--- src/rtl/rr_evaluation_unit_lockable_if.sv ---
// Allocator bundle: per-input request groups, lock and tail-release
// bits in; registered one-hot grant, id, lock and timeout status out.
interface rr_evaluation_unit_lockable_if #(
  parameter int P_INPUTS   = 5,
  parameter int P_CHANNELS = 4,
  parameter int P_ID_W     = 3
);
  logic [P_INPUTS*P_CHANNELS-1:0] request_flat;
  logic [P_INPUTS-1:0]            lock_req;
  logic [P_INPUTS-1:0]            tail_release;
  logic [P_INPUTS-1:0]            grant_vector;
  logic                           grant_valid;
  logic [P_ID_W-1:0]              grant_id;
  logic                           locked;
  logic                           timeout_flag;

  modport master (
    output request_flat, lock_req, tail_release,
    input  grant_vector, grant_valid, grant_id,
    input  locked, timeout_flag
  );

  modport slave (
    input  request_flat, lock_req, tail_release,
    output grant_vector, grant_valid, grant_id,
    output locked, timeout_flag
  );
endinterface

--- src/rtl/rr_evaluation_unit_lockable.sv ---
// Round-robin matrix allocator for one output channel with lock-until-tail.
// Ports: CLK, RST (async, active-low), bus (slave): request_flat,
// lock_req, tail_release in; grant_vector/valid/id, locked,
// timeout_flag out. Macro RR_HOLD_TIMEOUT_EN adds a lock timeout.
module rr_evaluation_unit_lockable #(
  parameter int P_ROUTER_ID  = 0,
  parameter int P_CHANNEL_ID = 0,
  parameter int P_INPUTS     = 5,
  parameter int P_CHANNELS   = 4,
  parameter int P_ID_W       = 3,
  parameter int P_HOLD_MAX   = 16
) (
  input logic CLK,
  input logic RST,
  rr_evaluation_unit_lockable_if.slave bus
);

  if (P_INPUTS < 2 || P_INPUTS > 16 ||
      P_CHANNELS < 1 ||
      P_ID_W < $clog2(P_INPUTS) ||
      P_HOLD_MAX < 2 ||
      P_ROUTER_ID < 0 ||
      P_CHANNEL_ID < 0) begin : g_bad_param
    $error("rr_evaluation_unit_lockable: invalid parameters");
  end

  typedef enum logic {
    S_IDLE,
    S_LOCKED
  } state_t;

  state_t              state;
  logic [P_INPUTS-1:0] gvec;
  logic [P_ID_W-1:0]   gid;
  logic                tflag;

  // prio[i][j] = 1 means input i beats input j
  logic [P_INPUTS-1:0] prio [P_INPUTS];

  logic [P_INPUTS-1:0] req;
  logic [P_INPUTS-1:0] win;
  logic [P_ID_W-1:0]   win_id;
  logic                own_rel;
  logic                lock_w;
  logic                forced;
  logic                arb;

  always_comb begin
    req = '0;
    for (int i = 0; i < P_INPUTS; i++)
      req[i] = |bus.request_flat[i*P_CHANNELS +: P_CHANNELS];
  end

  always_comb begin
    win = '0;
    for (int i = 0; i < P_INPUTS; i++) begin
      win[i] = req[i];
      for (int j = 0; j < P_INPUTS; j++)
        if (!(i == j || !req[j] || prio[i][j]))
          win[i] = 1'b0;
    end
  end

  always_comb begin
    win_id = '0;
    for (int i = 0; i < P_INPUTS; i++)
      if (win[i])
        win_id = win_id | P_ID_W'(i);
  end

  // the grant register doubles as the lock owner
  assign own_rel = (state == S_LOCKED) &&
                   |(gvec & bus.tail_release);
  assign lock_w  = |(win & bus.lock_req);

`ifdef RR_HOLD_TIMEOUT_EN
  localparam int CNT_W = $clog2(P_HOLD_MAX) + 1;

  logic [CNT_W-1:0] cnt;

  assign forced = (state == S_LOCKED) && !own_rel &&
                  (cnt == CNT_W'(P_HOLD_MAX - 1));

  always_ff @(posedge CLK or negedge RST) begin
    if (!RST) begin
      cnt <= '0;
    end else if (state == S_IDLE || own_rel || forced) begin
      cnt <= '0;
    end else begin
      cnt <= cnt + 1'b1;
    end
  end
`else
  assign forced = 1'b0;
`endif

  assign arb = (state == S_IDLE) || own_rel || forced;

  always_ff @(posedge CLK or negedge RST) begin
    if (!RST) begin
      state <= S_IDLE;
      gvec  <= '0;
      gid   <= '0;
      tflag <= 1'b0;
      for (int i = 0; i < P_INPUTS; i++)
        for (int j = 0; j < P_INPUTS; j++)
          prio[i][j] <= (i < j);
    end else begin
      tflag <= forced;
      if (arb) begin
        gvec <= win;
        gid  <= win_id;
        if (|win && lock_w)
          state <= S_LOCKED;
        else
          state <= S_IDLE;
        // winner drops to lowest priority
        for (int i = 0; i < P_INPUTS; i++)
          for (int j = 0; j < P_INPUTS; j++)
            if (win[i])
              prio[i][j] <= 1'b0;
            else if (win[j])
              prio[i][j] <= 1'b1;
      end
    end
  end

  assign bus.grant_vector = gvec;
  assign bus.grant_valid  = |gvec;
  assign bus.grant_id     = gid;
  assign bus.locked       = (state == S_LOCKED);
  assign bus.timeout_flag = tflag;

endmodule

--- src/flat_wrapper.sv ---
// flat-port wrapper written by rule: the top's interface ports become plain ports
module rr_evaluation_unit_lockable_flat 
#(
  parameter int P_ROUTER_ID  = 0,
  parameter int P_CHANNEL_ID = 0,
  parameter int P_INPUTS     = 5,
  parameter int P_CHANNELS   = 4,
  parameter int P_ID_W       = 3,
  parameter int P_HOLD_MAX   = 16
)
  (CLK, RST, bus_request_flat, bus_lock_req, bus_tail_release, bus_grant_vector, bus_grant_valid, bus_grant_id, bus_locked, bus_timeout_flag);
  rr_evaluation_unit_lockable_if #(.P_INPUTS(P_INPUTS), .P_CHANNELS(P_CHANNELS), .P_ID_W(P_ID_W)) bus_i ();
  input logic CLK;
  input logic RST;
  input wire logic [$bits(bus_i.request_flat)-1:0] bus_request_flat;
  input wire logic [$bits(bus_i.lock_req)-1:0] bus_lock_req;
  input wire logic [$bits(bus_i.tail_release)-1:0] bus_tail_release;
  output wire logic [$bits(bus_i.grant_vector)-1:0] bus_grant_vector;
  output wire logic [$bits(bus_i.grant_valid)-1:0] bus_grant_valid;
  output wire logic [$bits(bus_i.grant_id)-1:0] bus_grant_id;
  output wire logic [$bits(bus_i.locked)-1:0] bus_locked;
  output wire logic [$bits(bus_i.timeout_flag)-1:0] bus_timeout_flag;
  assign bus_i.request_flat = bus_request_flat;
  assign bus_i.lock_req = bus_lock_req;
  assign bus_i.tail_release = bus_tail_release;
  assign bus_grant_vector = bus_i.grant_vector;
  assign bus_grant_valid = bus_i.grant_valid;
  assign bus_grant_id = bus_i.grant_id;
  assign bus_locked = bus_i.locked;
  assign bus_timeout_flag = bus_i.timeout_flag;
  rr_evaluation_unit_lockable #(.P_ROUTER_ID(P_ROUTER_ID), .P_CHANNEL_ID(P_CHANNEL_ID), .P_INPUTS(P_INPUTS), .P_CHANNELS(P_CHANNELS), .P_ID_W(P_ID_W), .P_HOLD_MAX(P_HOLD_MAX)) u_core (.CLK(CLK), .RST(RST), .bus(bus_i));
endmodule
--- config.mk ---
export PLATFORM = sky130hd
export DESIGN_NAME = rr_evaluation_unit_lockable_flat
export DESIGN_NICKNAME = d
export VERILOG_FILES = /design/src/rtl/rr_evaluation_unit_lockable_if.sv /design/src/rtl/rr_evaluation_unit_lockable.sv /design/src/flat_wrapper.sv
export SDC_FILE = /design/constraint.sdc
export NUM_CORES = 1
export LEC_CHECK = 0
export BUFFER_PORTS_ARGS = -buffer_cell sky130_fd_sc_hd__clkbuf_2
export CORE_MARGIN = 5
export CORE_UTILIZATION = 44
export DETAILED_ROUTE_END_ITERATION = 8
export GPL_TIMING_DRIVEN = 0
export PLACE_DENSITY = 0.75
export SYNTH_ARGS = -nofsm -noshare
export SYNTH_HDL_FRONTEND = slang
export SYNTH_SLANG_ARGS = --single-unit
--- constraint.sdc ---
create_clock -name CLK -period 1.5 [get_ports CLK]
set_input_delay 0.3 -clock CLK [delete_from_list [all_inputs] [get_ports CLK]]
set_output_delay 0.3 -clock CLK [all_outputs]
set_load 0.02 [all_outputs]
==> results of run 1 <==
[cells by family (layout without fill, tap and decap cells)]
kind of cell | after synthesis | after routing | share of synthesized area
buffers and inverters | 12 | 77 | 0.04075
AOI/OAI and AO/OA | 31 | 31 | 0.1649
other | 1 | 1 | 0.002841
DFF | 28 | 28 | 0.5403
and+or+nand+nor | 52 | 52 | 0.2512
[registers in the layout, indices dropped and copies added (netlist names)]
signal                   flops
u_core.bus.locked            1
u_core.bus.grant_vector      5
u_core.bus.grant_id          2
u_core.prio                 20
[worst max-delay path, stage by stage, from the launching register on]
cell      delay (ns)
dfrtp_1         0.43
buf_4           0.15
nor3_4          0.14
nand2_1         0.07
clkbuf_8        0.15
[cells in the final DEF, fill, tap and decap left out, types with 2 or more instances in the layout]
master,instances
a21boi_0,2
a21o_1,3
a21oi_1,6
a22oi_2,2
buf_4,19
buf_6,5
clkbuf_2,38
clkbuf_4,3
clkbuf_8,2
dfrtp_1,18
dfstp_2,10
inv_1,8
nand2_1,8
nand3_4,2
nand4_1,2
nor2_1,20
nor2_2,3
nor2b_1,2
nor3_1,2
nor4_4,8
o21a_1,6
o21ai_2,2
o21bai_1,2
o22ai_1,5
[worst max path at each step]
stage,from,to,depth (start not counted)
2_1_floorplan,bus_request_flat[10],u_core.bus.grant_id[0],5
3_3_place_gp,bus_request_flat[5],u_core.prio[18],6
3_5_place_dp,bus_request_flat[5],u_core.prio[13],6
4_1_cts,u_core.bus.grant_vector[2],bus_grant_valid,4
5_1_grt,u_core.bus.grant_vector[1],bus_grant_valid,4
6_report,u_core.bus.grant_vector[1],bus_grant_valid,4
[metal layers]
layer	share of wire	wire length, um	GRT usage	vias to the layer above
li1	-	-	-	569
met1	0.37	1350	0.1963	604
met2	0.55	1991	0.3359	44
met3	0.056	201	0.03109	9
met4	0.019	68	0.07652	0
met5	0	0	0	-
[power by group through the flow]
stage	Combinational [mW]	Clock, mW	Sequential [mW]
after floorplan	1.02	0	1.50
after global placement	1.46	0	1.43
after detailed placement	1.50	0	1.45
after CTS	1.91	0.369	1.42
after global routing	2.29	0.411	1.49
final	2.11	0.373	1.45
[what timing repair did]
action                                  CTS  global route
hold endpoints to repair                  7             0
endpoints found under the setup margin   28            31
gates resized for setup                  12            17
pin swaps                                 9             6
setup buffers                            19             0
hold buffers                              1             0
[final cells by class]
type,instances,area [um2]
sequential,28,713.2
multi-input combinational,84,645.6
clock buffer,4,36.28
fill,201,913.4
inverter,8,30.03
timing repair buffer,61,390.4
buffer,4,37.54
tap,31,38.79
[metrics by stage]
| stage | instances | util | hold WS (ns) | setup WS, ns | power, mW |
|---|---|---|---|---|---|
| final | 220 | 0.6744 | 0.1964 | -0.06587 | 3.931 |
| after global routing | 220 | 0.6744 | 0.2226 | -0.1480 | 4.185 |
| after CTS | 220 | 0.6552 | 0.1870 | -0.04635 | 3.697 |
| after detailed placement | 196 | 0.5674 | 0.3651 | -0.5808 | 2.956 |
| after global placement | 196 | 0.5674 | 0.3541 | -0.5168 | 2.891 |
| after floorplan | 124 | - | 0.004409 | -0.04736 | 2.526 |
==> flow_metrics.py, run 1 <==
metrics = {
    "synthesis": {
        "synth_area_um2": 1320,
        "yosys-top-cells-area": "dfrtp_1 34%, dfstp_2 20%, nor2_1 6.5%",
        "yosys.cell_count.top_type": "nor2_1",
        "synthCells": 124,
        "synth_top_area_frac": 0.3412,
        "ys_seq_area_frac": 0.5403,
        "ys.flop_type": "dfrtp_1",
        "yosysWarnings": 0,
        "synth_edf_count": 0,
        "synth.distinct_cells": 28,
        "avgSynthCellArea_um2": 10.65,
        "synth_seq_cells": 28,
        "syn_nets": 156,
        "synthTopCellsByCount": "23 x nor2_1, 18 x dfrtp_1, 10 x dfstp_2",
        "synthArstFlopShare": 1.000,
        "yosys.area.top_type": "dfrtp_1",
    },
    "setup_path": {
        "crit_arrival_ns": 1.27,
        "r2r-start": "u_core.bus.grant_vector[0]",
        "rr_worst_depth": 6,
        "required_ns": 1.20,
        "critPathMaxFanout": 3,
        "criticalPathCategory": "flip-flop to output pin",
        "worstSetupEndpointType": "output pin",
        "reg2reg_slack_ns": 0.02,
        "worstSetupStartpointType": "flip-flop",
        "rr_endpoint": "u_core.prio[1]",
    },
    "clock_network": {
        "clockBufferDepth": 2,
        "cts_tree": "done",
        "clock_sinks": 28,
        "clk_pin_slew_worst_paths_ns": 0.15,
        "h-tree-depth": 1,
        "cts_made_buffers": 3,
        "insertion_delay_ns": 0.33,
        "root_buffer": "clkbuf_4",
    },
    "floorplanning": {
        "initial_core_util": 0.4706,
        "fp.dieH_um": 64.77,
        "io_pins": 43,
        "core_area_um2": 2805,
        "std_cell_rows": 19,
        "dieArea_um2": 4195,
        "chipWidth_um": 64.77,
    },
    "sta": {
        "timing.final.crit_share": 1.044,
        "worst_slew_pin_slew_ns": 0.6821,
        "skew_ns": 0.002782,
        "worst_slack_ns": -0.06587,
        "setup_viol_count_final": 1,
        "hold_viol_final": 0,
        "final.setup.tns_ns": -0.06587,
        "rsz0062_at_grt": "true",
        "relSlewSlack": 0.5453,
        "finalMaxSlewViolations": 0,
        "fmaxAchievable_mhz": 638.6,
        "min_period_ns": 1.566,
    },
    "global_route": {
        "grt_overflow_total": 0,
        "antenna_found_initial": 0,
        "grt_pass1_vias": 1281,
        "grt_pass1_wl_mm": 5.809,
        "grtUsageTotal": 0.1789,
        "grt_max_degree": 29,
    },
    "detailed_routing": {
        "vias": 1226,
        "drt-initial-drc-count": 68,
        "viasPerCell": 5.573,
        "remaining_drc_errors": 0,
        "drtAntennaViolNets": 0,
        "detail_route.wl_per_cell_um": 16.41,
        "routed_wl_mm": 3.611,
        "drtPass1Iterations": 4,
    },
    "placement": {
        "place_area_um2": 1592,
        "io_buffers": 41,
        "dp_hpwl_mm": 2.333,
        "gp_congestion": 0.8373,
    },
    "power": {
        "power_frac_clock": 0.095,
        "switchingPower_mw": 1.587,
        "pwr-share-seq": 0.369,
        "p_leak_nw": 0.9176,
        "p_int_mw": 2.343,
        "power_density_nw_per_um2": 2078,
        "swShare": 0.4039,
        "peakVddDrop_v": 0.0006873,
        "power.share.combinational": 0.536,
    },
    "hold_path": {
        "min_path_cells": 3,
        "hold_class": "input pin to flip-flop",
        "whs_endpoint": "u_core.bus.locked",
        "min_from": "bus_lock_req[2]",
    },
    "status": {
        "violations": "negative setup slack",
        "status": "finished with violations",
    },
    "final_layout": {
        "syn_to_final_growth_pct": 43.32,
        "finalNetCount": 222,
        "drive_gt1_frac": 0.5185,
        "diodes": 0,
        "final_cell_area_um2": 1892,
    },
    "flow_run": {
        "cap_viol_max_count": 0,
    },
}
No activity file was read; power rests on OpenSTA's default activity.
==> inputs of run 2 (changes only) <==
--- a/config.mk
+++ b/config.mk
@@ -7,10 +7,11 @@
 export LEC_CHECK = 0
 export BUFFER_PORTS_ARGS = -buffer_cell sky130_fd_sc_hd__clkbuf_2
 export CORE_MARGIN = 5
-export CORE_UTILIZATION = 44
+export CORE_UTILIZATION = 47
+export CTS_BUF_LIST = sky130_fd_sc_hd__clkbuf_2 sky130_fd_sc_hd__clkbuf_4 sky130_fd_sc_hd__clkbuf_8
 export DETAILED_ROUTE_END_ITERATION = 8
 export GPL_TIMING_DRIVEN = 0
-export PLACE_DENSITY = 0.75
+export PLACE_DENSITY = 0.79
 export SYNTH_ARGS = -nofsm -noshare
 export SYNTH_HDL_FRONTEND = slang
 export SYNTH_SLANG_ARGS = --single-unit
==> flow_metrics.py, run 2 (same netlist as run 1, synthesis figures left out) <==
metrics = {
    "sta": {
        "timing.final.crit_share": 1.009,
        "worst_slack_ns": -0.01319,
        "rsz0062_at_grt": "true",
        "timing.hold.ws_ns": 0.2011,
        "finalMaxSlewViolations": 0,
        "setup_viol_count_final": 1,
        "skew_ns": 0.004510,
        "min_period_ns": 1.513,
        "fmaxAchievable_mhz": 660.9,
        "worst_slew_pin_slew_ns": 0.6707,
        "relSlewSlack": 0.5529,
        "hold_viol_final": 0,
    },
    "hold_path": {
        "min_path_cells": 3,
        "min_from": "bus_lock_req[2]",
        "hold_class": "input pin to flip-flop",
        "whs_endpoint": "u_core.bus.locked",
    },
    "final_layout": {
        "fillers": 195,
        "layout_common_cells": "40 x clkbuf_2, 18 x nor2_1, 18 x dfrtp_1",
        "final_cell_area_um2": 1853,
        "layout_commonest_cell": "clkbuf_2",
        "largest_reg_flops": 20,
        "top_register": "u_core.prio",
        "finalNetCount": 217,
        "syn_to_final_growth_pct": 40.38,
        "drive_gt1_frac": 0.5326,
        "diodes": 0,
        "regArea_um2": 713.2,
        "final_util": 0.6778,
        "multi_input_area_um2": 654.4,
    },
    "global_route": {
        "grt_pass1_vias": 1195,
        "grt_max_degree": 29,
        "grt_overflow_total": 0,
        "grtUsageTotal": 0.1702,
        "grt_pass1_wl_mm": 5.457,
        "antenna_found_initial": 0,
    },
    "clock_network": {
        "clk_pin_slew_worst_paths_ns": 0.14,
        "clock_sinks": 28,
        "clockBufferDepth": 2,
        "insertion_delay_ns": 0.33,
        "cts_made_buffers": 3,
        "h-tree-depth": 1,
        "root_buffer": "clkbuf_4",
        "cts_tree": "done",
    },
    "power": {
        "switchingPower_mw": 1.524,
        "p_int_mw": 2.265,
        "power_frac_clock": 0.096,
        "peakVddDrop_v": 0.001681,
        "power_density_nw_per_um2": 2045,
        "swShare": 0.4022,
        "pwr-share-seq": 0.392,
        "power.share.combinational": 0.513,
        "p_leak_nw": 0.8910,
    },
    "placement": {
        "dp_hpwl_mm": 2.317,
        "gp_congestion": 0.8209,
        "dp_slack_ns": -0.6373,
        "place_area_um2": 1592,
        "io_buffers": 41,
    },
    "setup_path": {
        "criticalPathCategory": "flip-flop to flip-flop",
        "crit_arrival_ns": 1.75,
        "worstSetupStartpointType": "flip-flop",
        "reg2reg_slack_ns": -0.01,
        "critPathMaxFanout": 4,
        "worstSetupEndpointType": "flip-flop",
        "r2r-start": "u_core.bus.grant_vector[0]",
        "rr_worst_depth": 6,
        "rr_endpoint": "u_core.prio[3]",
        "required_ns": 1.74,
    },
    "flow_run": {
        "cap_viol_max_count": 0,
    },
    "detailed_routing": {
        "drt-initial-drc-count": 48,
        "detail_route.wl_per_cell_um": 15.74,
        "remaining_drc_errors": 0,
        "routed_wl_mm": 3.384,
        "viasPerCell": 5.409,
        "drtPass1Iterations": 4,
        "drtAntennaViolNets": 0,
        "vias": 1163,
    },
    "floorplanning": {
        "dieArea_um2": 3968,
        "initial_core_util": 0.4828,
        "chipWidth_um": 63.00,
        "io_pins": 43,
        "std_cell_rows": 19,
        "core_area_um2": 2734,
        "fp.dieH_um": 63.00,
    },
    "status": {
        "status": "finished with violations",
        "violations": "negative setup slack",
    },
}
run 2: changes by cell type in the layout (fill, tap and decap cells not counted), moves of 2 or more:
cell,before,now
buf_4,19,11
nor2_4,0,3
a21oi_1,6,4
a21oi_2,1,3
clkbuf_2,38,40
nand3_2,0,2
nand3_4,2,0
nor2_1,20,18
run 2: stage by stage:
step	std cells	setup TNS [ns]	power, mW
floorplan	124	-0.4506	2.526
global placement	196	-10.47	2.885
detailed placement	196	-13.29	2.958
CTS	211	-0.07404	3.510
global route	215	-0.5875	4.039
finish	215	-0.01319	3.789
run 2: what timing repair did:
item | in CTS | in global routing
setup buffers | 10 | 4
gates resized for setup | 9 | 20
hold buffers | 1 | 0
hold endpoints to repair | 18 | 0
pin swaps | 6 | 9
endpoints found under the setup margin | 28 | 29
run 2: layer usage:
metal	global-route usage	routed length (um)	vias to the layer above
met5	0	0	-
met4	0.07692	90	0
met3	0.04137	209	9
met2	0.2769	1746	39
met1	0.2112	1338	563
li1	-	-	552
run 2: area by class of cell:
cell class / count / area share
Clock buffer: 4 / 0.01958
Multi-Input combinational cell: 84 / 0.3531
Timing Repair Buffer: 56 / 0.1864
Inverter: 8 / 0.01621
Sequential cell: 28 / 0.3849
Tap cell: 31 / 0.02093
Buffer: 4 / 0.01891
run 2: worst max-delay path, cell delays in order, from the launching register on:
cell     delay, ns
dfrtp_1       0.45
a22oi_2       0.23
and4_4        0.25
buf_8         0.12
nor4_4        0.04
buf_4         0.17
o21a_1        0.16
run 2: how the worst max path moves through the flow:
stage	from	to	cells after the start
6_report	u_core.bus.grant_vector[0]	u_core.prio[3]	6
5_1_grt	u_core.bus.grant_vector[2]	bus_grant_valid	4
4_1_cts	u_core.bus.grant_vector[2]	bus_grant_valid	4
3_5_place_dp	bus_request_flat[5]	u_core.prio[18]	6
3_3_place_gp	bus_request_flat[5]	u_core.prio[18]	6
2_1_floorplan	bus_request_flat[10]	u_core.bus.grant_id[0]	5
run 2: power groups by stage:
stage,Combinational (mW),Clock (mW),Sequential [mW]
after floorplan,1.02,0,1.50
after global placement,1.46,0,1.43
after detailed placement,1.50,0,1.46
after CTS,1.70,0.371,1.44
after global routing,2.11,0.408,1.52
final,1.94,0.362,1.48
